## src/rtl/hazard_ctrl_pkg.sv

```systemverilog
// Shared types and helpers for the hazard controller: shadow-slot layout, forwarding
// encodings and the slot match / stall / forward-select rules.
package hazard_ctrl_pkg;

  localparam int unsigned TW = 3;

  localparam logic [1:0] FWD_RF = 2'd0;
  localparam logic [1:0] FWD_E  = 2'd1;
  localparam logic [1:0] FWD_M  = 2'd2;
  localparam logic [1:0] FWD_W  = 2'd3;

  localparam logic [TW-1:0] TUSE_NONE = TW'(7);

  typedef struct packed {
    logic [4:0]    wa;
    logic          we;
    logic [TW-1:0] tnew;
  } slot_t;

  function automatic logic [TW-1:0] sat_dec(logic [TW-1:0] x);
    return (x == '0) ? '0 : x - TW'(1);
  endfunction

  // Register 0 is hardwired, so it never matches a producer.
  function automatic logic slot_match(slot_t s, logic [4:0] src);
    return s.we && (s.wa == src) && (src != 5'd0);
  endfunction

  function automatic logic data_stall(slot_t e, slot_t m, logic [4:0] src, logic [TW-1:0] tuse);
    return (slot_match(e, src) && (e.tnew > tuse)) || (slot_match(m, src) && (m.tnew > tuse));
  endfunction

  function automatic logic [1:0] fwd_d_sel(slot_t e, slot_t m, slot_t w, logic [4:0] src);
    if (slot_match(e, src) && (e.tnew == '0)) return FWD_E;
    else if (slot_match(m, src))              return FWD_M;
    else if (slot_match(w, src))              return FWD_W;
    else                                      return FWD_RF;
  endfunction

  function automatic logic [1:0] fwd_e_sel(slot_t m, slot_t w, logic [4:0] src);
    if (slot_match(m, src))      return FWD_M;
    else if (slot_match(w, src)) return FWD_W;
    else                         return FWD_RF;
  endfunction

endpackage

```

## src/rtl/hazard_ctrl_if.sv

```systemverilog
// Pipeline-side view of the hazard controller: D/E register reports in, stall and
// forwarding selects out.
interface hazard_ctrl_if;
  import hazard_ctrl_pkg::*;

  logic [4:0]    regRA1_D;
  logic [4:0]    regRA2_D;
  logic [TW-1:0] Tuse1_D;
  logic [TW-1:0] Tuse2_D;
  logic          mdUse_D;
  logic [4:0]    regRA1_E;
  logic [4:0]    regRA2_E;
  logic [4:0]    regWA_E;
  logic          regWE_E;
  logic [TW-1:0] Tnew_E;
  logic          mdStart_E;
  logic          mdDiv_E;
  logic          stall;
  logic          flush_E;
  logic [1:0]    fwdD1;
  logic [1:0]    fwdD2;
  logic [1:0]    fwdE1;
  logic [1:0]    fwdE2;
  logic          mdBusy;

  modport master (
    output regRA1_D, regRA2_D, Tuse1_D, Tuse2_D, mdUse_D,
    output regRA1_E, regRA2_E, regWA_E, regWE_E, Tnew_E, mdStart_E, mdDiv_E,
    input  stall, flush_E, fwdD1, fwdD2, fwdE1, fwdE2, mdBusy
  );

  modport slave (
    input  regRA1_D, regRA2_D, Tuse1_D, Tuse2_D, mdUse_D,
    input  regRA1_E, regRA2_E, regWA_E, regWE_E, Tnew_E, mdStart_E, mdDiv_E,
    output stall, flush_E, fwdD1, fwdD2, fwdE1, fwdE2, mdBusy
  );

endinterface

```

## src/rtl/md_busy_counter.sv

```systemverilog
// HI/LO busy window: loads a mult/div latency on start and counts down to idle.
module md_busy_counter #(
  parameter int unsigned MULT_CYCLES = 5,
  parameter int unsigned DIV_CYCLES  = 10
) (
  input  logic clk,
  input  logic reset,
  input  logic start,
  input  logic isDiv,
  output logic busy
);

  localparam int unsigned MaxCycles = (DIV_CYCLES > MULT_CYCLES) ? DIV_CYCLES : MULT_CYCLES;
  localparam int unsigned CntW      = $clog2(MaxCycles + 1);

  logic [CntW-1:0] cnt_q, cnt_d;

  // A start while still counting reloads rather than extends.
  always_comb begin
    cnt_d = cnt_q;
    if (start) begin
      cnt_d = isDiv ? CntW'(DIV_CYCLES) : CntW'(MULT_CYCLES);
    end else if (cnt_q != '0) begin
      cnt_d = cnt_q - CntW'(1);
    end
  end

  always_ff @(posedge clk) begin
    if (reset) begin
      cnt_q <= '0;
    end else begin
      cnt_q <= cnt_d;
    end
  end

  assign busy = start || (cnt_q != '0);

endmodule

```

## src/rtl/hazard_ctrl.sv

```systemverilog
// Stall, flush and forwarding control for the D/E stages, using shadow copies of the
// M and W destination slots derived from E's report.
module hazard_ctrl
  import hazard_ctrl_pkg::*;
#(
  parameter int unsigned MULT_CYCLES = 5,
  parameter int unsigned DIV_CYCLES  = 10
) (
  input logic          clk,
  input logic          reset,
  hazard_ctrl_if.slave hz
);

  slot_t e_slot, m_q, w_q;
  logic  md_busy;
  logic  stall_d1, stall_d2, stall_md, stall_any;

  assign e_slot = '{wa: hz.regWA_E, we: hz.regWE_E, tnew: hz.Tnew_E};

  // E/M/W always advance; a bubble in E simply arrives here with we=0.
  always_ff @(posedge clk) begin
    if (reset) begin
      m_q <= '0;
      w_q <= '0;
    end else begin
      m_q <= '{wa: e_slot.wa, we: e_slot.we, tnew: sat_dec(e_slot.tnew)};
      w_q <= '{wa: m_q.wa, we: m_q.we, tnew: sat_dec(m_q.tnew)};
    end
  end

  md_busy_counter #(
    .MULT_CYCLES (MULT_CYCLES),
    .DIV_CYCLES  (DIV_CYCLES)
  ) u_md_busy (
    .clk   (clk),
    .reset (reset),
    .start (hz.mdStart_E),
    .isDiv (hz.mdDiv_E),
    .busy  (md_busy)
  );

  assign stall_d1  = data_stall(e_slot, m_q, hz.regRA1_D, hz.Tuse1_D);
  assign stall_d2  = data_stall(e_slot, m_q, hz.regRA2_D, hz.Tuse2_D);
  assign stall_md  = hz.mdUse_D && md_busy;
  assign stall_any = stall_d1 || stall_d2 || stall_md;

  assign hz.stall   = stall_any;
  assign hz.flush_E = stall_any;
  assign hz.mdBusy  = md_busy;
  assign hz.fwdD1   = fwd_d_sel(e_slot, m_q, w_q, hz.regRA1_D);
  assign hz.fwdD2   = fwd_d_sel(e_slot, m_q, w_q, hz.regRA2_D);
  assign hz.fwdE1   = fwd_e_sel(m_q, w_q, hz.regRA1_E);
  assign hz.fwdE2   = fwd_e_sel(m_q, w_q, hz.regRA2_E);

  // E must never be handed a value its producer has not computed yet.
  logic e_reads_unready;
  always_comb begin
    e_reads_unready = 1'b0;
    if ((slot_match(m_q, hz.regRA1_E) && (m_q.tnew != '0)) ||
        (slot_match(m_q, hz.regRA2_E) && (m_q.tnew != '0)) ||
        (slot_match(w_q, hz.regRA1_E) && (w_q.tnew != '0)) ||
        (slot_match(w_q, hz.regRA2_E) && (w_q.tnew != '0))) begin
      e_reads_unready = 1'b1;
    end
  end

  always_ff @(posedge clk) begin
    if (!reset) begin
      assert (!e_reads_unready);
    end
  end

endmodule
```

## src/flat_wrapper.sv

```systemverilog
// flat-port wrapper written by rule: the top's interface ports become plain ports
module hazard_ctrl_flat import hazard_ctrl_pkg::*;
#(
  parameter int unsigned MULT_CYCLES = 5,
  parameter int unsigned DIV_CYCLES  = 10
)
  (clk, reset, hz_regRA1_D, hz_regRA2_D, hz_Tuse1_D, hz_Tuse2_D, hz_mdUse_D, hz_regRA1_E, hz_regRA2_E, hz_regWA_E, hz_regWE_E, hz_Tnew_E, hz_mdStart_E, hz_mdDiv_E, hz_stall, hz_flush_E, hz_fwdD1, hz_fwdD2, hz_fwdE1, hz_fwdE2, hz_mdBusy);
  hazard_ctrl_if hz_i ();
  input logic clk;
  input logic reset;
  input wire logic [$bits(hz_i.regRA1_D)-1:0] hz_regRA1_D;
  input wire logic [$bits(hz_i.regRA2_D)-1:0] hz_regRA2_D;
  input wire logic [$bits(hz_i.Tuse1_D)-1:0] hz_Tuse1_D;
  input wire logic [$bits(hz_i.Tuse2_D)-1:0] hz_Tuse2_D;
  input wire logic [$bits(hz_i.mdUse_D)-1:0] hz_mdUse_D;
  input wire logic [$bits(hz_i.regRA1_E)-1:0] hz_regRA1_E;
  input wire logic [$bits(hz_i.regRA2_E)-1:0] hz_regRA2_E;
  input wire logic [$bits(hz_i.regWA_E)-1:0] hz_regWA_E;
  input wire logic [$bits(hz_i.regWE_E)-1:0] hz_regWE_E;
  input wire logic [$bits(hz_i.Tnew_E)-1:0] hz_Tnew_E;
  input wire logic [$bits(hz_i.mdStart_E)-1:0] hz_mdStart_E;
  input wire logic [$bits(hz_i.mdDiv_E)-1:0] hz_mdDiv_E;
  output wire logic [$bits(hz_i.stall)-1:0] hz_stall;
  output wire logic [$bits(hz_i.flush_E)-1:0] hz_flush_E;
  output wire logic [$bits(hz_i.fwdD1)-1:0] hz_fwdD1;
  output wire logic [$bits(hz_i.fwdD2)-1:0] hz_fwdD2;
  output wire logic [$bits(hz_i.fwdE1)-1:0] hz_fwdE1;
  output wire logic [$bits(hz_i.fwdE2)-1:0] hz_fwdE2;
  output wire logic [$bits(hz_i.mdBusy)-1:0] hz_mdBusy;
  assign hz_i.regRA1_D = hz_regRA1_D;
  assign hz_i.regRA2_D = hz_regRA2_D;
  assign hz_i.Tuse1_D = hz_Tuse1_D;
  assign hz_i.Tuse2_D = hz_Tuse2_D;
  assign hz_i.mdUse_D = hz_mdUse_D;
  assign hz_i.regRA1_E = hz_regRA1_E;
  assign hz_i.regRA2_E = hz_regRA2_E;
  assign hz_i.regWA_E = hz_regWA_E;
  assign hz_i.regWE_E = hz_regWE_E;
  assign hz_i.Tnew_E = hz_Tnew_E;
  assign hz_i.mdStart_E = hz_mdStart_E;
  assign hz_i.mdDiv_E = hz_mdDiv_E;
  assign hz_stall = hz_i.stall;
  assign hz_flush_E = hz_i.flush_E;
  assign hz_fwdD1 = hz_i.fwdD1;
  assign hz_fwdD2 = hz_i.fwdD2;
  assign hz_fwdE1 = hz_i.fwdE1;
  assign hz_fwdE2 = hz_i.fwdE2;
  assign hz_mdBusy = hz_i.mdBusy;
  hazard_ctrl #(.MULT_CYCLES(MULT_CYCLES), .DIV_CYCLES(DIV_CYCLES)) u_core (.clk(clk), .reset(reset), .hz(hz_i));
endmodule
```

## config.mk

```make
export PLATFORM = sky130hd
export DESIGN_NAME = hazard_ctrl_flat
export DESIGN_NICKNAME = d
export VERILOG_FILES = /design/src/rtl/hazard_ctrl_pkg.sv /design/src/rtl/hazard_ctrl_if.sv /design/src/rtl/md_busy_counter.sv /design/src/rtl/hazard_ctrl.sv /design/src/flat_wrapper.sv
export SDC_FILE = /design/constraint.sdc
export NUM_CORES = 1
export LEC_CHECK = 0
export ABC_CLOCK_PERIOD_IN_PS = 1650
export CAP_MARGIN = 30
export CORE_MARGIN = 4
export CORE_UTILIZATION = 40
export CTS_CLUSTER_SIZE = 12
export DETAILED_ROUTE_END_ITERATION = 10
export PLACE_DENSITY = 0.73
export SLEW_MARGIN = 20
export SYNTH_ARGS = -nofsm -noshare
export SYNTH_HDL_FRONTEND = slang
export SYNTH_SLANG_ARGS = --single-unit
```

## constraint.sdc

```tcl
create_clock -name clk -period 1.65 [get_ports clk]
set_input_delay 0.165 -clock clk [delete_from_list [all_inputs] [get_ports clk]]
set_output_delay 0.165 -clock clk [all_outputs]
set_load 0.03 [all_outputs]
```

==> metrics.yaml, run 1 <==
layout-drive-gt1-share_pct: 47.5
final_common_cell: "buf_4"
core-area_um2: 4030
syn_to_final_growth_pct: 79.2
overflow: 0
antenna_cells: 0
grt_max_degree: 12
grt_use_total_pct: 21.4
antenna_found_initial: 0
yosysSeqAreaShare_pct: 22.8
status: "complete, but fails checks"
combPwrFrac_pct: 44.3
cts_root_buf: "clkbuf_8"
via_count: 1823
io_pins: 51
floorplan.initialDensity_pct: 41.5
critPathBufInv: 1
slowest_delay_ns: 0.37
syn_area_per_cell_um2: 8.35
hold_end: "u_core.m_q[3]$_SDFF_PP0_"
start_kind: "register"
grt_setup_unrepaired: "true"
crit_fanout: 2
max_freq_mhz: 542
io_buffers: 50
end_kind: "output pin"
insertion_delay_ns: 0.26
r2r-end: "u_core.u_md_busy.cnt_q[1]$_SDFFE_PP0N_"
cpMaxStageDelayCell: "dfxtp_4"
cts_buffers: 3
nets: 358
hold_class: "primary input to register"
switching_share_pct: 33.0
finalCritPeriodShare_pct: 112
drv_cap: 0
synth_nets: 256
tightestPinTransition_ns: 0.342
ys_types: 27
synth-warning-count: 0
hold_viol: 0
die_y_um: 72.6
dieArea_um2: 5270
ir_drop_v: 0.000495
drtAntennaViolNets: 0
async_flop_share_pct: 0
relSlewSlack_pct: 77.1
skew_ns: 0.00254
p_int_mw: 1.04
clkTransAtPathRegs_ns: 0.08
power_density_nw_per_um2: 517
path_depth: 6
pwr-share-seq_pct: 34.2
min_period_ns: 1.84
wl_mm: 5.74
grt_pass1_vias: 1898
timing.rr.start: "u_core.u_md_busy.cnt_q[1]$_SDFFE_PP0N_"
violations: "setup timing"
tns_ns: -1.28
gp_congestion: 0.894
cts_tree: "yes"
viasPerCell: 5.19
final_cell_mix: "47 x buf_4, 20 x xnor2_1, 20 x dlygate4sd2_1, 19 x xor2_1, 19 x buf_6"
cp.required_ns: 1.48
min_path_cells: 2
drc: 0
p_leak_nw: 1.32
clk_path_buf_depth: 2
switchingPower_mw: 0.511
r2r_cells: 7
crit_chain: "ha_4 -> nor2b_4 -> o21a_1 -> o211ai_1 -> nand4_1 -> buf_6"
p_clk_share_pct: 21.4
slew_viol_final: 0
worstPathArrival_ns: 1.68
layout_setup_ws_ns: -0.195
reg2reg_slack_ns: 0.37
ys_ff_latch: 19
core.rowCount: 23
ys.flop_type: "dfxtp_1"
hold_path_startpoint: "hz_regWE_E"
grt_pass1_wl_mm: 8.79
pre_cts_slack_ns: -0.867
setup_viol: 10
fp.dieW_um: 72.6
drtIter0Drc: 62
crit_family: "flip-flops"
synth_edf_count: 0
clkSinkCount: 19
syn_area_um2: 1670
synth_cells: 200
wl_per_cell_um: 16.3
dpl.hpwl_mm: 3.95
h-tree-depth: 1
first_pass_iters: 4
path_class: "register to output pin"
## cells by family (layout without fill, tap and decap cells)
kind of cell	Yosys count	count (layout)	synth area share [%]
buffers and inverters	22	123	5.17
AO/OA/AOI/OAI	16	16	6.37
XOR/XNOR	52	52	27.3
multiplexers	1	1	0.599
adder cells (fa/ha/maj)	16	16	12.0
AND/OR/NAND/NOR	74	74	25.8
flip-flops	19	19	22.8
## through the flow
step	utilization (%)	hold slack, ns	instances	total power [mW]	area [µm²]
3_3_place_gp	63.6	0.519	336	1.11	2560
3_5_place_dp	63.6	0.534	336	1.12	2560
2_1_floorplan	-	0.242	200	0.821	1710
5_1_grt	74.3	0.350	351	1.64	2990
4_1_cts	72.1	0.336	348	1.50	2900
6_report	74.3	0.324	351	1.55	2990
## cell type report
cell class                      count  area, µm²
Sequential cell                    19        410
Multi-Input combinational cell    159       1520
Tap cell                           50       62.6
Clock inverter                      1       5.00
Clock buffer                        3       41.3
Timing Repair Buffer              106        906
Fill cell                         292       1040
Inverter                           13       48.8
## cell usage after synthesis, drive strengths merged (3+ instances only)
cell type / instances / area (µm²)
xnor2: 32 / 280
nor2b: 20 / 125
xor2: 20 / 175
dfxtp: 19 / 380
ha: 16 / 200
inv: 13 / 48.8
nor2: 13 / 53.8
nand4: 11 / 68.8
nor4: 10 / 62.6
clkbuf: 8 / 30.0
nor3: 5 / 25.0
nand3: 4 / 20.0
o21ai: 4 / 20.0
or4: 4 / 30.0
o211ai: 3 / 22.5
o21a: 3 / 22.5
## registers in the layout, indices dropped and copies added, names as in the netlist
| signal | count |
|---|---|
| u_core.m_q | 9 |
| u_core.u_md_busy.cnt_q | 4 |
| u_core.w_q | 6 |
## metal layers
metal  GRT usage [%]  up-vias  share of wire (%)
met5               0        -                  0
met2            40.9       71                 55
met3            3.58       24                5.0
met1            23.4      843                 37
met4            7.38        0                3.9
li1                -      885                  -
## power by group through the flow
stage | clock network (mW) | logic, mW | registers [mW]
finish | 0.331 | 0.685 | 0.529
global route | 0.363 | 0.739 | 0.533
CTS | 0.336 | 0.638 | 0.528
detailed placement | 0 | 0.582 | 0.539
global placement | 0 | 0.572 | 0.538
floorplan | 0 | 0.295 | 0.526
## worst max-delay path by stage
stage / slack [ns] / endpoint / start
2_1_floorplan: -0.24 / hz_stall / u_core.u_md_busy.cnt_q[1]$_SDFFE_PP0N_
3_3_place_gp: -0.85 / hz_flush_E / hz_regRA2_D[1]
6_report: -0.19 / hz_stall / u_core.m_q[1]$_SDFF_PP0_
3_5_place_dp: -0.87 / hz_stall / hz_regRA2_D[1]
4_1_cts: -0.25 / hz_stall / u_core.m_q[1]$_SDFF_PP0_
5_1_grt: -0.34 / hz_fwdD2[1] / u_core.m_q[8]$_SDFF_PP0_
## repair_timing
action                                  CTS  global route
gates resized for setup                 154            22
buffers inserted                          8             3
endpoints found under the hold margin     0             0
cloned                                    0             0
hold buffers                              0             0
pin swaps                                29            18
endpoints found under the setup margin   11            10
No activity file was read; power rests on OpenSTA's default activity.
==> inputs of run 2 (changes only) <==
--- a/config.mk
+++ b/config.mk
@@ -12,7 +12,6 @@
 export CTS_CLUSTER_SIZE = 12
 export DETAILED_ROUTE_END_ITERATION = 10
 export PLACE_DENSITY = 0.73
-export SLEW_MARGIN = 20
 export SYNTH_ARGS = -nofsm -noshare
 export SYNTH_HDL_FRONTEND = slang
 export SYNTH_SLANG_ARGS = --single-unit
==> results of run 2 <==
Final layout, timing and power as in run 1 (identical DEF).
==> patch 1, RTL diff (flow settings as in run 2) <==
Change the package constant `TW` from 3 to 6.
--- a/src/rtl/hazard_ctrl_pkg.sv
+++ b/src/rtl/hazard_ctrl_pkg.sv
@@ -3,5 +3,5 @@
 package hazard_ctrl_pkg;
 
-  localparam int unsigned TW = 3;
+  localparam int unsigned TW = 6;
 
   localparam logic [1:0] FWD_RF = 2'd0;
Ports: changed (resized hz_Tnew_E, hz_Tuse1_D and hz_Tuse2_D); port bits go from 51 to 60. The function was not compared with the original's and may differ.
==> patch 1 against run 2 <==
The run still ends with negative setup slack left; utilization up 10 points; largest power group unchanged; register-to-register slack worse by 0.30 ns; clock skew up 0.0042 ns; worst setup slack worse by 0.34 ns; wire length up 75%; clock power up 53%; design area up 38%; count of clock-buffer cells in the layout unchanged; power up 38%; global-route usage up 3.5 points; synthesized area up 24%; sequential cell count up 3.
==> patch 1: results (changes against run 2) <==
.. list-table::
   :header-rows: 1

   * - Metric
     - Value
   * - Status
     - complete, but fails checks
   * - Violated checks
     - negative setup slack
   * - Number of DRC markers in iteration 0
     - 156 (+150%)
   * - Worst Hold Launch
     - hz_Tnew_E[0]
   * - Sequential-cell power consumption
     - 610 µW (+15%)
   * - Filler Cells Inserted
     - 239 (-18%)
   * - Setup Viol. Count Final
     - 11 (+1)
   * - Cells taking the most area after synthesis
     - sky130_fd_sc_hd__dfxtp_1 (21%), sky130_fd_sc_hd__ha_1 (16%), sky130_fd_sc_hd__xnor2_1 (14%)
   * - Leak Pwr
     - 1.86 nW (+41%)
   * - Layout cell share with drive strength beyond 1
     - 0.535 (+0.0604)
   * - Crit. Startpoint
     - hz_Tuse2_D[4]
   * - FF-to-FF End
     - u_core.u_md_busy.cnt_q[0]
   * - Net count of the mapped netlist
     - 325 (+27%)
   * - Adder and majority cell fraction of the synthesized area
     - 0.163 (+0.0431)
   * - Net Switching
     - 706 µW (+38%)
   * - Initial antenna violation count
     - 0 (unchanged)
   * - Port bufs
     - 59 (+18%)
   * - Via count of the first global-routing pass
     - 2519 (+33%)
   * - Fin Setup TNS
     - -2.94 ns (-1.66 ns)
   * - Combinational gate power
     - 1.01 mW (+47%)
   * - CP top delay family
     - buffers and inverters
   * - # nets final
     - 458 (+28%)
   * - Multiplexer fraction of the synthesized cell area
     - 0 (-0.00599)
   * - Worst hold path depth
     - 3 (+1)
   * - Logic depth of the worst register-to-register path
     - 6 (-1)
   * - Largest voltage drop on the vdd net
     - 0.000576 V (+16%)
   * - Post-CTS setup buffers
     - 9 (+1)
   * - Minimum setup slack after placement
     - -0.657 ns (+0.210 ns)
   * - All-layer global routing usage
     - 0.248 (+0.0346)
   * - Half-perimeter wire length after placement
     - 5.28 mm (+34%)
   * - Compound-Gate Fraction of Synth Area
     - 0.104 (+0.0407)
   * - Hold WS
     - 0.193 ns (-0.131 ns)
   * - Synth Area per Inst
     - 8.33 µm² (-0.31%)
   * - List of most frequent post-synthesis cells
     - sky130_fd_sc_hd__xnor2_1 (34), sky130_fd_sc_hd__ha_1 (27), sky130_fd_sc_hd__dfxtp_1 (22), sky130_fd_sc_hd__inv_1 (22), sky130_fd_sc_hd__xor2_1 (22)
   * - Highest cell delay on the worst timing path
     - 0.47 ns (+0.10 ns)
   * - Data arrival time of the worst path
     - 2.02 ns (+0.34 ns)
   * - Transition at the pin with the smallest max-transition slack
     - 0.400 ns (+0.0576 ns)
   * - Largest registers
     - u_core.m_q (12), u_core.w_q (6), u_core.u_md_busy.cnt_q (4)
   * - Synth unique cells
     - 34 (+26%)
   * - DR vias/cell
     - 5.58 (+7.4%)
   * - Worst Skew
     - 0.00678 ns (+0.00424 ns)
   * - Wire length of the first global-routing pass
     - 12.3 mm (+39%)
   * - Xor and xnor area share after synthesis
     - 0.237 (-0.0361)
   * - CTS resizes
     - 139 (-9.7%)
   * - Placed Cells
     - 426 (+27%)
   * - Slack of the critical path
     - -0.539 ns (-0.344 ns)
patch 1: cell count changes in the layout (fill, tap and decap cells not counted), sizes merged, moves of 5 or more:
cell / change
buf: +25
ha: +11
dlymetal6s2s: +11
nand2: +7
a21oi: +5
inv: +9
patch 1: routing by layer:
| layer | GRT usage | vias up | routed length, µm |
|---|---|---|---|
| li1 | - | 1121 | - |
| met1 | 0.284 | 1188 | 3770 |
| met2 | 0.461 | 139 | 5000 |
| met3 | 0.0372 | 52 | 625 |
| met4 | 0.0878 | 0 | 646 |
| met5 | 0 | - | 0 |
patch 1: cell type report:
| type | instances | area, µm² | area share |
|---|---|---|---|
| clock buffers | 3 | 41.3 | 0.0100 |
| clock inverters | 1 | 30.0 | 0.00729 |
| inverters | 22 | 82.6 | 0.0201 |
| multi-input cells | 193 | 2120 | 0.515 |
| flip-flops and latches | 22 | 489 | 0.119 |
| well taps | 67 | 83.8 | 0.0204 |
| repair buffers | 140 | 1270 | 0.308 |
==> patch 2, RTL diff (flow settings as in run 2) <==
Made on the original files. Make the reset (`reset`) asynchronous in 2 clocked blocks.
--- a/src/rtl/md_busy_counter.sv
+++ b/src/rtl/md_busy_counter.sv
@@ -26,5 +26,5 @@
   end
 
-  always_ff @(posedge clk) begin
+  always_ff @(posedge clk or posedge reset) begin
     if (reset) begin
       cnt_q <= '0;
--- a/src/rtl/hazard_ctrl.sv
+++ b/src/rtl/hazard_ctrl.sv
@@ -19,5 +19,5 @@
 
   // E/M/W always advance; a bubble in E simply arrives here with we=0.
-  always_ff @(posedge clk) begin
+  always_ff @(posedge clk or posedge reset) begin
     if (reset) begin
       m_q <= '0;
Check against the original RTL: differs if reset is asserted again (counterexample within 4 cycles, from zero or initial values and one cycle with reset high); with reset held inactive, the same outputs for 10 cycles.
==> patch 2 against run 2 <==
The flow still finishes with violations (negative setup slack); synthesized area is 0.90% higher; utilization is 0.99 points higher; power is 20% higher; wire length is 1.7% lower; worst hold slack worse by 0.18 ns; sequential cell count stayed put; design area is 1.3% higher; count of clock-buffer cells in the layout stayed put; maximum frequency is 16% lower; clock power is 6.3% higher; largest power group unchanged; worst setup slack worse by 0.34 ns; highest routed layer unchanged.
==> patch 2: results (changes against run 2) <==
.. list-table::
   :header-rows: 1

   * - Metric
     - Value
   * - CP top delay family
     - simple AND/OR/NAND/NOR gates
   * - Setup Viol. Count Final
     - 13 (+3)
   * - All-layer global routing usage
     - 0.215 (+0.000941)
   * - Average wire per standard cell
     - 16.5 µm (+0.90%)
   * - R2r setup slk
     - -0.04 ns (-0.41 ns)
   * - List of most frequent post-synthesis cells
     - sky130_fd_sc_hd__xnor2_1 (35), sky130_fd_sc_hd__dfrtp_1 (19), sky130_fd_sc_hd__ha_1 (16)
   * - FF-to-FF End
     - u_core.u_md_busy.cnt_q[1]
   * - Global-route met1 utilization
     - 0.237 (+0.00315)
   * - Layout cell share with drive strength beyond 1
     - 0.414 (-0.0607)
   * - Crit. Startpoint
     - u_core.u_md_busy.cnt_q[0]
   * - Met2 wirelength from detailed routing
     - 3.10 mm (-1.1%)
   * - Wire length of the first global-routing pass
     - 8.77 mm (-0.24%)
   * - Worst-path cell with the longest stage delay
     - sky130_fd_sc_hd__or4b_4
   * - Worst Skew
     - 0.000668 ns (-0.00187 ns)
   * - Net count of the mapped netlist
     - 238 (-7.0%)
   * - Wire length on met1
     - 2.09 mm (-0.48%)
   * - Leak Pwr
     - 1.39 nW (+5.6%)
   * - Vias post-DR
     - 1760 (-3.5%)
   * - Worst Hold Launch
     - hz_regWA_E[3]
   * - Sequential element share of the synthesized area
     - 0.282 (+0.0544)
   * - Slack of the critical path
     - -0.535 ns (-0.340 ns)
   * - Worst Path Max Fanout
     - 4 (+2)
   * - Cells taking the most area after synthesis
     - sky130_fd_sc_hd__dfrtp_1 (28%), sky130_fd_sc_hd__xnor2_1 (18%), sky130_fd_sc_hd__ha_1 (12%)
   * - Pin count of the biggest net entering global routing
     - 20 (+8)
   * - Violated checks
     - negative setup slack
   * - End point of the worst hold path
     - u_core.m_q[7]
   * - Via count of the first global-routing pass
     - 1868 (-1.6%)
   * - Largest voltage drop on the vdd net
     - 0.000621 V (+25%)
   * - Number of DRC markers in iteration 0
     - 98 (+58%)
   * - Half-perimeter wire length after placement
     - 3.96 mm (+0.18%)
   * - Post-CTS setup buffers
     - 9 (+1)
   * - CTS resizes
     - 80 (-48%)
   * - Final Wtd Congestion
     - 0.938 (+5.0%)
   * - Area post-placement
     - 2550 µm² (-0.24%)
   * - GR met2 Demand/Resource
     - 0.413 (+0.00401)
   * - Status
     - complete, but fails checks
   * - Grt met3 use
     - 0.0303 (-0.00551)
patch 2: power by group:
| part | switching, mW | internal [mW] |
|---|---|---|
| Combinational | 0.390 | 0.512 |
| Sequential | 0.0639 | 0.530 |
| Clock | 0.181 | 0.171 |
| Total | 0.636 | 1.21 |
patch 2: how the worst max path moves through the flow:
stage                       end
finish               hz_flush_E
global route         hz_flush_E
CTS                  hz_flush_E
detailed placement  hz_fwdE2[1]
global placement    hz_fwdE2[1]
floorplan              hz_stall
patch 2: through the flow:
step / std cells / TNS, ns / hold slack, ns / util / worst slack [ns]
5_1_grt: 342 / -4.54 / 0.143 / 0.753 / -0.600
6_report: 342 / -3.38 / 0.146 / 0.753 / -0.535
3_5_place_dp: 322 / -4.95 / 0.515 / 0.634 / -0.680
3_3_place_gp: 322 / -4.70 / 0.508 / 0.634 / -0.624
2_1_floorplan: 182 / -0.697 / 0.116 / - / -0.492
4_1_cts: 335 / -3.24 / 0.217 / 0.706 / -0.506
patch 2: worst register-to-register path: cells and delay by family (launching register included):
kind / cells / cell delay, ns
adder cells (fa/ha/maj): 1 / 0.12
AO/OA/AOI/OAI: 2 / 0.22
buffers and inverters: 3 / 0.39
AND/OR/NAND/NOR: 1 / 0.48
flip-flops: 1 / 0.42
patch 2: final cells by class:
type                       instances  area [µm²]
inverter                          15        56.3
timing repair buffer             111        1000
sequential                        19         479
clock buffer                       3        41.3
clock inverter                     1        7.51
fill                             282         996
tap                               50        62.6
multi-input combinational        143        1380
patch 2: cell families after synthesis:
logic type / Yosys count / synth area share
fa+ha+maj: 16 / 0.119
simple gates: 58 / 0.205
flops: 19 / 0.282
xor+xnor: 49 / 0.255
buf+inv: 20 / 0.0468
compound gates: 20 / 0.0928
